`src/rtl/resposta_esp.sv`:
```
// ESP-side responder for the game link. It starts a game, holds the current target,
// runs the turn timer and forwards detected moves to the game core as timed strobes.
module resposta_esp #(
   parameter int unsigned TEMPO_INICIAL = 30,
   parameter int unsigned LARGURA_T     = 8,
   parameter int unsigned PULSO_INICIAR = 2
) (
   input  logic                 clock,
   input  logic                 reset,
   input  logic                 comecar,
   input  logic [2:0]           linhaGerada,
   input  logic [2:0]           colunaGerada,
   input  logic                 salvaNova,
   input  logic                 decresceT,
   input  logic [2:0]           casaLinha,
   input  logic [2:0]           casaColuna,
   input  logic                 casaValida,
   output logic [2:0]           jogadaFileira,
   output logic [2:0]           jogadaColuna,
   output logic                 iniciar,
   output logic                 fimT,
   output logic [2:0]           alvoLinha,
   output logic [2:0]           alvoColuna,
   output logic                 alvoValido,
   output logic [LARGURA_T-1:0] tempo,
   output logic [3:0]           db_estado
);

   localparam int unsigned         CW          = $clog2(PULSO_INICIAR + 1);
   localparam logic [CW-1:0]       PULSO_FIM   = CW'(PULSO_INICIAR);
   localparam logic [LARGURA_T-1:0] TEMPO_CARGA = LARGURA_T'(TEMPO_INICIAL);

   typedef enum logic [2:0] {
      Ocioso        = 3'd0,
      PulsaIni      = 3'd1,
      EsperaAlvo    = 3'd2,
      AguardaJogada = 3'd3,
      Prepara       = 3'd4,
      Pulsa         = 3'd5,
      FimTempo      = 3'd6
   } estado_t;

   estado_t       estado;
   logic [CW-1:0] cont;
   logic          pend_valido;
   logic [2:0]    pend_linha;
   logic [2:0]    pend_coluna;

   always_ff @(posedge clock) begin
      if (!reset) begin
         estado        <= Ocioso;
         cont          <= '0;
         pend_valido   <= 1'b0;
         pend_linha    <= '0;
         pend_coluna   <= '0;
         jogadaFileira <= '0;
         jogadaColuna  <= '0;
         iniciar       <= 1'b0;
         fimT          <= 1'b0;
         alvoLinha     <= '0;
         alvoColuna    <= '0;
         alvoValido    <= 1'b0;
         tempo         <= '0;
      end else begin
         unique case (estado)
            Ocioso: begin
               if (comecar) begin
                  estado        <= PulsaIni;
                  iniciar       <= 1'b1;
                  cont          <= CW'(1);
                  jogadaFileira <= '0;
                  jogadaColuna  <= '0;
               end
            end

            PulsaIni, Pulsa: begin
               if (cont == PULSO_FIM) begin
                  iniciar     <= 1'b0;
                  pend_valido <= 1'b0;
                  if (estado == Pulsa) alvoValido <= 1'b0;
                  // A strobe on the exit edge is simply the newest pending target.
                  if (salvaNova) begin
                     alvoLinha  <= linhaGerada;
                     alvoColuna <= colunaGerada;
                     alvoValido <= 1'b1;
                     tempo      <= TEMPO_CARGA;
                     fimT       <= 1'b0;
                     estado     <= AguardaJogada;
                  end else if (pend_valido) begin
                     alvoLinha  <= pend_linha;
                     alvoColuna <= pend_coluna;
                     alvoValido <= 1'b1;
                     tempo      <= TEMPO_CARGA;
                     fimT       <= 1'b0;
                     estado     <= AguardaJogada;
                  end else begin
                     estado <= EsperaAlvo;
                  end
               end else begin
                  cont <= cont + CW'(1);
                  if (salvaNova) begin
                     pend_valido <= 1'b1;
                     pend_linha  <= linhaGerada;
                     pend_coluna <= colunaGerada;
                  end
               end
            end

            EsperaAlvo: begin
               if (salvaNova) begin
                  alvoLinha  <= linhaGerada;
                  alvoColuna <= colunaGerada;
                  alvoValido <= 1'b1;
                  tempo      <= TEMPO_CARGA;
                  fimT       <= 1'b0;
                  estado     <= AguardaJogada;
               end
            end

            AguardaJogada: begin
               if (casaValida) begin
                  jogadaFileira <= casaLinha;
                  jogadaColuna  <= casaColuna;
                  estado        <= Prepara;
               end else if (salvaNova) begin
                  alvoLinha  <= linhaGerada;
                  alvoColuna <= colunaGerada;
                  alvoValido <= 1'b1;
                  tempo      <= TEMPO_CARGA;
               end else if (decresceT && tempo != '0) begin
                  tempo <= tempo - LARGURA_T'(1);
                  if (tempo == LARGURA_T'(1)) begin
                     fimT   <= 1'b1;
                     estado <= FimTempo;
                  end
               end
            end

            Prepara: begin
               iniciar <= 1'b1;
               cont    <= CW'(1);
               estado  <= Pulsa;
               if (salvaNova) begin
                  pend_valido <= 1'b1;
                  pend_linha  <= linhaGerada;
                  pend_coluna <= colunaGerada;
               end
            end

            FimTempo: begin
               // Restart takes precedence over a late target.
               if (comecar) begin
                  estado        <= PulsaIni;
                  iniciar       <= 1'b1;
                  cont          <= CW'(1);
                  jogadaFileira <= '0;
                  jogadaColuna  <= '0;
                  fimT          <= 1'b0;
                  alvoValido    <= 1'b0;
               end else if (salvaNova) begin
                  alvoLinha  <= linhaGerada;
                  alvoColuna <= colunaGerada;
                  alvoValido <= 1'b1;
                  tempo      <= TEMPO_CARGA;
                  fimT       <= 1'b0;
                  estado     <= AguardaJogada;
               end
            end

            default: estado <= Ocioso;
         endcase
      end
   end

   assign db_estado = {1'b0, estado};

endmodule

```
`config.mk`:
```
export PLATFORM = sky130hd
export DESIGN_NAME = resposta_esp
export DESIGN_NICKNAME = d
export VERILOG_FILES = /design/src/rtl/resposta_esp.sv
export SDC_FILE = /design/constraint.sdc
export NUM_CORES = 1
export LEC_CHECK = 0
export CORE_UTILIZATION = 53
export DETAILED_ROUTE_END_ITERATION = 6
export GPL_ROUTABILITY_DRIVEN = 0
export GPL_TIMING_DRIVEN = 0
export PLACE_DENSITY = 0.86
export SLEW_MARGIN = 20
export SYNTH_ARGS = -nofsm -noshare
export SYNTH_HDL_FRONTEND = slang
export SYNTH_SLANG_ARGS = --single-unit
```
`constraint.sdc`:
```
create_clock -name clock -period 5.2 [get_ports clock]
set_input_delay 1.04 -clock clock [delete_from_list [all_inputs] [get_ports clock]]
set_output_delay 1.04 -clock clock [all_outputs]
set_load 0.01 [all_outputs]
```
* Word level (Yosys, flattened, before mapping)
Index checks and enable logic that the tools add are counted.
Widths: inputs -> output; s select.
** Word-level totals
- Input port bits :: 18
- Register bits after elaboration :: 35
- Logic and storage cells :: 129
- Output and inout bits :: 27
** Cells by class
- Mux-type cells :: 72
- Eq/ne operators :: 24
- $add $sub $neg :: 2
- Reduce and logical (&&, ||, !) cells :: 18
** Operators with widths (count)
- $mux 3 :: 27
- $mux 8 :: 8
- $pmux 8 s4 :: 1
- $pmux 3 s2 :: 4
- $pmux 3 s4 :: 2
- $mux 1 :: 22
- $ne 2x2->1 const B :: 9
- $pmux 3 s6 :: 1
- $ne 3x3->1 const B :: 5
- $reduce_and 5->1 :: 2
- $eq 3x3->1 const B :: 3
- $reduce_and 3->1 :: 3
- $eq 8x1->1 const B :: 1
- $pmux 1 s4 :: 2
- $reduce_bool 8->1 :: 1
- $sub 8x1->8 const B :: 1
- $reduce_and 7->1 :: 1
- $eq 3x2->1 const B :: 2
- $pmux 2 s3 :: 1
- $reduce_and 6->1 :: 1
- $mux 2 :: 2
- $ne 4x4->1 const B :: 1
- $reduce_and 4->1 :: 1
- $reduce_bool 2->1 :: 2
- 12 further kinds :: 13

* Depth between registers and ports, before layout
Gate-level depths: netlist of the first run.
- Depth after elaboration :: 6
- Depth in mapped cells :: 8
- Depth with buffers taken out :: 7

* Worst setup path after synthesis of the first run
OpenSTA, ideal clock, no wires.
- Path kind :: in2reg
- Start :: input port decresceT
- End :: register tempo[4]
- Stages on the path :: 6
- Required time :: 5.081 ns
- Setup time :: 0.119 ns
- Slack :: 3.008 ns
- Path buffers :: 1
- Arrival time :: 2.074 ns
- Cells stage by stage :: inv_1 > a311o_1 > a211oi_2 > buf_6 > nand2_4 > o221a_1
** Between the ends
- Cells in the longest elaborated chain, start to end :: 3
** Ends and longest elaborated chain
- from (decl) :: RTL line 14 : input logic decresceT,
- $logic_and 1x1->1 :: RTL line 130 : end else if (decresceT && tempo != '0) begin
- $ne 3x3->1 (no line)
- $reduce_and 6->1 (no line)
- to (signal assigned) :: RTL line 131 : tempo <= tempo - LARGURA_T'(1);
- to (decl) :: RTL line 25 : output logic [LARGURA_T-1:0] tempo,
No other way between the ends.
A chain may end at the register's enable or synchronous reset.

* Worst setup path after layout of the first run
- Start :: input port salvaNova
- End :: register pend_linha[0]
** Between the ends
- Cells in the longest elaborated chain, start to end :: 3
** Ends and longest elaborated chain
- from (decl) :: RTL line 13 : input logic salvaNova,
- $mux 3 (*)
- $mux 3
- $pmux 3 s2 (*)
- to (signal assigned) :: RTL line 103 : pend_linha <= linhaGerada;
- to (signal assigned) :: RTL line 145 : pend_linha <= linhaGerada;
- to (decl) :: RTL line 46 : logic [2:0] pend_linha;
Every way passes the cells marked *; elsewhere a longest branch is shown, timed or not. The select of a mux whose other input is x is not followed.

==> results of run 1 <==
## synth_stat cells (4+ instances only)
cell / number / share of area [%]
sky130_fd_sc_hd__dfxtp_1: 35 / 37
sky130_fd_sc_hd__o21ai_0: 13 / 3.4
sky130_fd_sc_hd__nor2b_1: 10 / 3.3
sky130_fd_sc_hd__a21boi_0: 5 / 2.0
sky130_fd_sc_hd__nor3_1: 6 / 1.6
sky130_fd_sc_hd__nand4_1: 7 / 2.3
sky130_fd_sc_hd__mux2i_1: 13 / 6.8
sky130_fd_sc_hd__ha_1: 4 / 2.6
sky130_fd_sc_hd__nand2_1: 21 / 4.1
sky130_fd_sc_hd__inv_1: 13 / 2.6
sky130_fd_sc_hd__o211a_1: 7 / 3.7
sky130_fd_sc_hd__clkbuf_1: 8 / 1.6
sky130_fd_sc_hd__nor2_1: 16 / 3.1
sky130_fd_sc_hd__and2_1: 8 / 2.6
## per-stage QoR
stage	power, mW	hold slack (ns)	util, %
after floorplan	0.4543	0.4411	-
after global placement	0.5298	0.4547	70.73
after detailed placement	0.5347	0.4705	70.73
after CTS	0.6979	0.4979	72.72
after global routing	0.7392	0.5280	72.72
final	0.6962	0.4941	72.72
## critical path: stages
cell and delay [ns]:
sky130_fd_sc_hd__clkdlybuf4s50_1 0.51, sky130_fd_sc_hd__clkbuf_1 0.38, sky130_fd_sc_hd__nor3b_1 0.32, sky130_fd_sc_hd__nand2_1 0.29, sky130_fd_sc_hd__mux2i_1 0.22, sky130_fd_sc_hd__nor2b_1 0.07
## state kept, by name, indices dropped and copies added (netlist names)
signal         count
fimT               1
cont               2
pend_valido        1
alvoValido         1
tempo              8
jogadaColuna       3
pend_linha         3
alvoColuna         3
iniciar            1
alvoLinha          3
pend_coluna        3
jogadaFileira      3
estado             3
## where the power goes
group          internal (mW)  leakage (nW)  switching, mW
Combinational          0.107         0.697          0.111
Clock                 0.0666        0.0345         0.0991
Sequential             0.293         0.286         0.0193
## routing by layer
metal  global-route usage (%)  wire, um
met3                    5.797       254
met4                    8.571        46
met2                    40.27      2002
met5                        0         0
met1                    33.75      2050
## cell type report
type                    count  area [um2]  area share (%)
inverters                  13       48.80           1.980
flip-flops and latches     35       700.7           28.43
plain buffers              14       83.83           3.401
repair buffers             43       430.4           17.46
clock inverters             2       16.27          0.6599
well taps                  46       57.56           2.335
multi-input cells         160        1076           43.65
clock buffers               6       51.30           2.081
## logic make-up (layout without fill, tap and decap cells)
kind of cell / after synthesis / after routing
other: 1 / 1
adder cells (fa/ha/maj): 4 / 4
buffers and inverters: 27 / 78
multiplexers: 13 / 13
AND/OR/NAND/NOR: 88 / 88
AO/OA/AOI/OAI: 54 / 54
flip-flops: 35 / 35
## worst paths after layout
kind / start / to / slack (ns) / cells after the start
setup / recovery: salvaNova / pend_linha[0] / 2.62 / 6
hold / removal: iniciar / iniciar / 0.49 / 2
setup reg to reg: tempo[0] / tempo[3] / 3.16 / 7
hold reg to reg: iniciar / iniciar / 0.49 / 2
==> impl_metrics.csv, run 1 <==
group,metric,value,unit
run_status,run_status,"finished, final reports clean",
synth,synthCells,222,
clocking,post_cts.repair.setup_buffers,0,
floorplanning,die_footprint,0.003846,mm2
synth,synth-simple-area-share,24.71,%
placement,dp_hpwl,3183,um
worst_setup_path,critPathArrivalTime,2.82,ns
placement,total_placed_cells_including_tap_cells,311,
synth,synth_sequential_area_ratio,36.70,%
synth,post_synth_fa_ha_maj_area_fraction,2.621,%
sta,maxClockFrequency,388.3,MHz
sta,unrepaired_setup_endpoints_after_global_routing,"no",
sta,setup_slack,2.625,ns
final_layout,postLayoutCellArea,0.002465,mm2
clocking,cts_tree,"done",
placement,place_ws,2.269,ns
worst_setup_path,worstSetupEndpointType,"register",
clocking,clockBufferDepth,2,
sta,period_share,49.53,%
synth,synthesis.area_per_instance,8.601,um2
synth,portion_of_netlist_area_occupied_by_mux_cells,6.815,%
synth,synth-warning-count,0,
placement,dpl_cell_area,0.002397,mm2
synth,netlist-cell-type-count,49,
clocking,hold_buffers,0,
synth,synth-seq-cells,35,
sta,slew_headroom,57.27,%
floorplanning,core-area,0.003390,mm2
clocking,clock-sinks,35,
sta,finalMaxSlewViolations,0,
synth,synth_xor_area_share,0,%
drt,routedWlPerCell,13.65,um
drt,route.antenna.remaining_nets,0,
clocking,ctsResizeCount,0,
floorplanning,design.portCount,45,
sta,finalClockSkew,0.01845,ns
floorplanning,die_y,62.02,um
clocking,htree_num_levels,2,
synth,synth_top_family_by_area,"simple AND/OR/NAND/NOR gates",
synth,synth-edff-count,0,
sta,hold_viol,0,
drt,dr_total_vias,1767,
floorplanning,rows,21,
clocking,clk_pin_slew,0.12,ns
worst_setup_path,worstPathRequired,5.45,ns
final_layout,area_delta_synth_final,29.10,%
clocking,cts_buffers,5,
drt,avgViaCountPerCell,5.539,
synth,synth_async_sr_flop_share,0,%
clocking,clock-root-buffer,"sky130_fd_sc_hd__clkbuf_4",
global_routing,antenna_found_initial,0,
sta,totalNegativeSetupSlack,0,ns
drt,detail_route.wirelength,4354,um
synth,synth-main-ff-cell,"sky130_fd_sc_hd__dfxtp_1",
worst_setup_path,worstSetupPathType,"in2reg",
clocking,clock_latency,0.35,ns
drt,starting_drc_count_in_detailed_routing,130,
placement,place.port_buffers,43,
synth,synth.net_count,244,
global_routing,grt_pass1_wl,7169,um
worst_setup_path,cp_max_fo,10,
synth,synthesis.area,0.001909,mm2
min_path,holdCritPathClass,"reg2reg",
sta,number_of_failing_setup_endpoints_in_the_final_timing_report,0,
final_layout,layout.cells.most_common_list,"43 x sky130_fd_sc_hd__clkdlybuf4s50_1, 35 x sky130_fd_sc_hd__dfxtp_1, 21 x sky130_fd_sc_hd__nand2_1, 16 x sky130_fd_sc_hd__nor2_1",
global_routing,grt_start_max_net_pins,13,
final_layout,layout.cells.most_common,"sky130_fd_sc_hd__clkdlybuf4s50_1",
global_routing,first_global_vias,1577,
final_layout,count_of_nets_after_finishing,294,
global_routing,globalRoute.totalOverflow,0,
floorplanning,die_w,62.02,um
power_and_ir_drop,p_leak,1.017,nW
sta,post-route-min-period,2.575,ns
power_and_ir_drop,ir_drop,209.1,uV
final_layout,diodes,0,
final_layout,fillerInstances,272,
floorplanning,start_util,56.33,%
final_layout,drive_above_1_share,7.326,%
sta,slew_worst_pin,0.6386,ns
global_routing,grt_usage,25.33,%
drt,drc_viols,0,
worst_setup_path,crit_path_start_kind,"input pin",
power_and_ir_drop,power_density,282.5,mW/mm2
synth,synth_compound_area_share,22.02,%
final_layout,stdcell_count,319,
run,drv.max_cap_violation_count,0,
drt,drtPass1Iterations,4,
Power figures use the tool's default switching activity.
==> run 2, diff against run 1 <==
- CORE_UTILIZATION: 53 -> 45
- PLACE_DENSITY: 0.86 -> 0.78
- clock period: 5.2 -> 2.3 ns (I/O delays scaled with it)
==> run 2 against run 1 <==
Against the previous run:
- worst setup slack worse by 2.4 ns
- final area up 0.86%
- first-iteration DRC count up 25%
- combinational power is 130% higher
- critical path type is now reg2reg
- critical endpoint is now tempo[6]
==> impl_metrics.csv, run 2 (same netlist as run 1, synthesis figures left out) <==
group,metric,value,unit
run_status,run_status,"finished, final reports clean",
power_and_ir_drop,power.share.switching,32.32,%
power_and_ir_drop,power_density,660.6,mW/mm2
drt,drtPass1Iterations,4,
clocking,clk_pin_slew,0.07,ns
clocking,clockBufferDepth,2,
global_routing,grt_start_max_net_pins,12,
power_and_ir_drop,seqPwrFrac,43.0,%
worst_setup_path,cp_max_fo,10,
final_layout,count_of_nets_after_finishing,294,
worst_setup_path,critPathArrivalTime,2.22,ns
final_layout,stdcell_count,323,
floorplanning,design.portCount,45,
global_routing,antenna_found_initial,0,
run,drv.max_cap_violation_count,0,
placement,dp_hpwl,3183,um
worst_setup_path,crit_path_start_kind,"register",
drt,starting_drc_count_in_detailed_routing,162,
global_routing,globalRoute.totalOverflow,0,
sta,finalMaxSlewViolations,0,
placement,place.port_buffers,43,
power_and_ir_drop,power.net_switching,0.5308,mW
sta,finalClockSkew,0.007056,ns
drt,dr_total_vias,1775,
power_and_ir_drop,ir_drop,433.1,uV
final_layout,diodes,0,
power_and_ir_drop,pwr-share-clk,27.0,%
power_and_ir_drop,design_power_total,1.642,mW
sta,post-route-min-period,2.035,ns
sta,maxClockFrequency,491.4,MHz
floorplanning,die_w,67.14,um
sta,unrepaired_setup_endpoints_after_global_routing,"no",
sta,period_share,88.49,%
final_layout,drive_above_1_share,7.326,%
min_path,holdCritPathClass,"reg2reg",
worst_setup_path,worstSetupPathType,"reg2reg",
clocking,clock-sinks,35,
worst_setup_path,cp_cell_sequence,"inv_1, ha_1, or2_2, a21oi_1, a211oi_2, buf_6, and3_1, o21a_1",
drt,avgViaCountPerCell,5.495,
final_layout,flip_flop_count_of_the_largest_register_all_copies_and_words_added,8,
clocking,ctsResizeCount,0,
sta,slew_headroom,54.82,%
global_routing,grt_pass1_wl,6934,um
sta,number_of_failing_setup_endpoints_in_the_final_timing_report,0,
final_layout,top_register_by_number_of_flip_flops,"tempo",
clocking,cts_tree,"done",
floorplanning,rows,23,
sta,hold_viol,0,
worst_setup_path,cpMaxStageDelayCell,"sky130_fd_sc_hd__a21oi_1",
clocking,clock_latency,0.30,ns
final_layout,layout.cells.most_common,"sky130_fd_sc_hd__clkdlybuf4s50_1",
worst_setup_path,worstPathRequired,2.49,ns
drt,drc_viols,0,
drt,route.antenna.remaining_nets,0,
clocking,hold_buffers,0,
worst_setup_path,critical-path-max-stage-delay,0.39,ns
final_layout,area_delta_synth_final,30.21,%
power_and_ir_drop,combPwrFrac,30.1,%
sta,finalHoldWorstSlack,0.4843,ns
worst_setup_path,worstSetupEndpointType,"register",
global_routing,first_global_vias,1572,
final_layout,layout.cells.most_common_list,"43 x sky130_fd_sc_hd__clkdlybuf4s50_1, 35 x sky130_fd_sc_hd__dfxtp_1, 21 x sky130_fd_sc_hd__nand2_1, 16 x sky130_fd_sc_hd__nor2_1",
floorplanning,die_footprint,0.004507,mm2
power_and_ir_drop,p_leak,1.030,nW
drt,detail_route.wirelength,4391,um
global_routing,grt_usage,20.82,%
power_and_ir_drop,internal_power,1.111,mW
final_layout,postLayoutCellArea,0.002486,mm2
placement,total_placed_cells_including_tap_cells,315,
sta,slew_worst_pin,0.6715,ns
drt,routedWlPerCell,13.59,um
placement,dpl_cell_area,0.002402,mm2
floorplanning,die_y,67.14,um
clocking,cts_buffers,5,
floorplanning,core-area,0.004029,mm2
clocking,post_cts.repair.setup_buffers,0,
clocking,clock-root-buffer,"sky130_fd_sc_hd__clkbuf_8",
clocking,htree_num_levels,2,
floorplanning,start_util,47.39,%
-- run 2: stage by stage --
stage / utilization, % / worst slack, ns / TNS (ns)
after global routing: 61.71 / 0.1331 / 0
after floorplan: - / 0.4319 / 0
after global placement: 59.63 / 0.003212 / 0
final: 61.71 / 0.2648 / 0
after detailed placement: 59.63 / -0.01474 / -0.03686
after CTS: 61.71 / 0.2710 / 0
-- run 2: final cells by class --
class                      count  area, um2
fill                         355       1543
inverter                      13      48.80
clock inverter                 3      15.01
multi-input combinational    160       1076
tap                           50      62.56
timing repair buffer          43      430.4
sequential                    35      700.7
buffer                        14      83.83
clock buffer                   5      68.82
-- run 2: metal layers --
layer  up-vias  track usage (%)  wire length [um]
met4         0            8.245                67
met3         7            6.081               264
met5         -                0                 0
met1       828            25.65              2068
li1        890                -                 -
met2        50            33.88              1991
-- run 2: path summary, 6_finish.rpt --
check / from / endpoint / slack (ns) / depth (start not counted)
max: cont[0] / tempo[6] / 0.26 / 8
min: pend_valido / pend_valido / 0.48 / 2
max reg2reg: cont[0] / tempo[6] / 0.26 / 8
min reg2reg: pend_valido / pend_valido / 0.48 / 2
-- run 2: power by group through the flow --
stage / registers [mW] / clock network (mW) / logic (mW)
floorplan: 0.732 / 0 / 0.295
global placement: 0.718 / 0 / 0.483
detailed placement: 0.719 / 0 / 0.489
CTS: 0.706 / 0.452 / 0.492
global route: 0.714 / 0.475 / 0.538
finish: 0.706 / 0.443 / 0.494
-- run 2: worst max-delay path, delay by kind of cell (launching register included) --
family                   cells  cell delay [ns]
AO/OA/AOI/OAI                3             0.65
AND/OR/NAND/NOR              2             0.45
flip-flops                   1             0.35
adder cells (fa/ha/maj)      1             0.26
buffers and inverters        2             0.22
==> run 3, diff against run 2 <==
- CORE_UTILIZATION: 45 -> 46
- CTS_BUF_LIST: unset -> sky130_fd_sc_hd__clkbuf_4 sky130_fd_sc_hd__clkbuf_8
- GPL_TIMING_DRIVEN: 0 -> unset
- PLACE_DENSITY: 0.78 -> 0.8
==> run 3 against run 2 <==
Against the previous run:
- via count shrank 0.85%
- critical path type is now reg2out
- sequential cell count unchanged
- utilization grew 1.5 points
- largest power group unchanged
- wire length shrank 1.4%
- clock power increased by 3%
- register-to-register slack gained 0.095 ns
- final area grew 1.7%
- sequential power is 1% higher
- clock skew barely moved
- clock-buffer cell count unchanged
==> impl_metrics.csv, run 3 (same netlist as run 1, synthesis figures left out) <==
group,metric,value,unit
worst_setup_path,crit_path_start_kind,"register",
final_layout,top_register_by_number_of_flip_flops,"tempo",
drt,drc_viols,0,
floorplanning,start_util,47.73,%
global_routing,globalRoute.totalOverflow,0,
run_status,run_status,"finished, final reports clean",
global_routing,first_global_vias,1640,
final_layout,diodes,0,
global_routing,grt_start_max_net_pins,35,
worst_setup_path,worstPathRequired,1.84,ns
min_path,holdPathStages,2,
clocking,clock-sinks,35,
floorplanning,core-area,0.004000,mm2
final_layout,area_delta_synth_final,32.37,%
final_layout,postLayoutCellArea,0.002527,mm2
clocking,post_cts.repair.setup_buffers,0,
placement,place_ws,0.08792,ns
floorplanning,die_w,66.43,um
sta,hold_viol,0,
worst_setup_path,r2r_slack,0.36,ns
global_routing,grt_usage,22.14,%
worst_setup_path,worstSetupPathType,"reg2out",
sta,slew_headroom,56.54,%
sta,maxClockFrequency,482.1,MHz
power_and_ir_drop,p_leak,1.060,nW
final_layout,layout.cells.most_common_list,"43 x sky130_fd_sc_hd__clkdlybuf4s50_1, 35 x sky130_fd_sc_hd__dfxtp_1, 21 x sky130_fd_sc_hd__nand2_1, 16 x sky130_fd_sc_hd__nor2_1, 16 x sky130_fd_sc_hd__buf_4",
clocking,cts_tree,"done",
final_layout,flip_flop_count_of_the_largest_register_all_copies_and_words_added,8,
clocking,ctsResizeCount,0,
worst_setup_path,r2r.worst_path.cells,7,
sta,number_of_failing_setup_endpoints_in_the_final_timing_report,0,
final_layout,fillerInstances,364,
final_layout,layout.cells.most_common,"sky130_fd_sc_hd__clkdlybuf4s50_1",
clocking,clockBufferDepth,2,
min_path,holdPathEnd,"pend_valido",
drt,route.antenna.remaining_nets,0,
sta,finalClockSkew,0.007101,ns
worst_setup_path,cp_max_fo,14,
power_and_ir_drop,design_power_total,1.669,mW
run,drv.max_cap_violation_count,0,
global_routing,antenna_found_initial,0,
sta,finalMaxSlewViolations,0,
worst_setup_path,critical_path.startpoint,"estado[0]",
min_path,holdCritPathClass,"reg2reg",
final_layout,stdcell_count,325,
worst_setup_path,cp_cell_sequence,"buf_4, clkdlybuf4s50_1",
sta,post-route-min-period,2.074,ns
worst_setup_path,reg2reg_from,"tempo[0]",
final_layout,total_area_of_multi_input_combinational_cells,0.001076,mm2
drt,drtPass1Iterations,4,
drt,detail_route.wirelength,4330,um
sta,period_share,90.18,%
clocking,cts_buffers,5,
placement,dp_hpwl,3081,um
min_path,worstHoldStart,"pend_valido",
power_and_ir_drop,power_density,660.5,mW/mm2
worst_setup_path,critical-path-max-stage-delay,0.55,ns
final_layout,count_of_nets_after_finishing,296,
global_routing,grt_pass1_wl,7348,um
clocking,hold_buffers,0,
sta,totalNegativeSetupSlack,0,ns
final_layout,drive_above_1_share,10.91,%
clocking,clock_latency,0.30,ns
floorplanning,design.portCount,45,
drt,routedWlPerCell,13.32,um
clocking,clock-root-buffer,"sky130_fd_sc_hd__clkbuf_8",
worst_setup_path,critPathArrivalTime,1.61,ns
power_and_ir_drop,ir_drop,460.2,uV
clocking,htree_num_levels,2,
drt,dr_total_vias,1760,
floorplanning,die_y,66.43,um
placement,place.port_buffers,43,
sta,slew_worst_pin,0.6459,ns
floorplanning,die_footprint,0.004412,mm2
drt,avgViaCountPerCell,5.415,
worst_setup_path,cpMaxStageDelayCell,"sky130_fd_sc_hd__clkdlybuf4s50_1",
floorplanning,rows,23,
clocking,clk_pin_slew,0.07,ns
placement,dpl_cell_area,0.002439,mm2
final_layout,regArea,700.7,um2
sta,setup_slack,0.2259,ns
sta,unrepaired_setup_endpoints_after_global_routing,"no",
worst_setup_path,timing.rr.end,"tempo[4]",
placement,total_placed_cells_including_tap_cells,317,
worst_setup_path,worstSetupEndpointType,"output pin",
drt,starting_drc_count_in_detailed_routing,108,
run 3: cell types whose count changed in the layout (fill, tap and decap cells not counted):
| cell | delta |
|---|---|
| sky130_fd_sc_hd__clkbuf_1 | -8 |
| sky130_fd_sc_hd__buf_2 | -1 |
| sky130_fd_sc_hd__buf_4 | +14 |
| sky130_fd_sc_hd__clkinv_2 | -2 |
| sky130_fd_sc_hd__buf_6 | -3 |
| sky130_fd_sc_hd__clkinvlp_4 | +2 |
run 3: final cells by class:
cell class | instances | share of cell area, %
Tap cell | 50 | 2.475
Sequential cell | 35 | 27.72
Clock buffer | 5 | 2.723
Clock inverter | 3 | 0.7921
Timing Repair Buffer | 59 | 21.78
Multi-Input combinational cell | 160 | 42.57
Inverter | 13 | 1.931
run 3: worst max path at each step:
stage / to / slack (ns) / cells after the start
after floorplan: tempo[4] / 0.43 / 7
after global placement: tempo[3] / 0.15 / 7
after detailed placement: tempo[4] / 0.09 / 7
after CTS: db_estado[0] / 0.22 / 2
after global routing: db_estado[0] / 0.15 / 2
final: db_estado[0] / 0.23 / 2
run 3: layer usage:
metal	track usage, %	routed length (um)	up-vias
li1	-	-	893
met1	27.47	2006	811
met2	35.46	2023	49
met3	7.241	237	7
met4	7.979	64	0
met5	0	0	-
run 3: worst max-delay path: cells and delay by family, from the launching register on:
family	cells	cell delay, ns
buffers and inverters	2	0.81
flip-flops	1	0.51
run 3: through the flow:
stage / hold WS, ns / util [%]
floorplan: 0.4411 / -
global placement: 0.4619 / 60.96
detailed placement: 0.4655 / 60.96
CTS: 0.4900 / 63.18
global route: 0.5298 / 63.18
finish: 0.4830 / 63.18
run 3: power breakdown:
part	total [mW]	leakage [nW]	switching [mW]	internal (mW)
Clock	0.455	0.0402	0.244	0.211
Combinational	0.501	0.734	0.245	0.257
Sequential	0.713	0.286	0.0514	0.662
Total	1.67	1.06	0.540	1.13
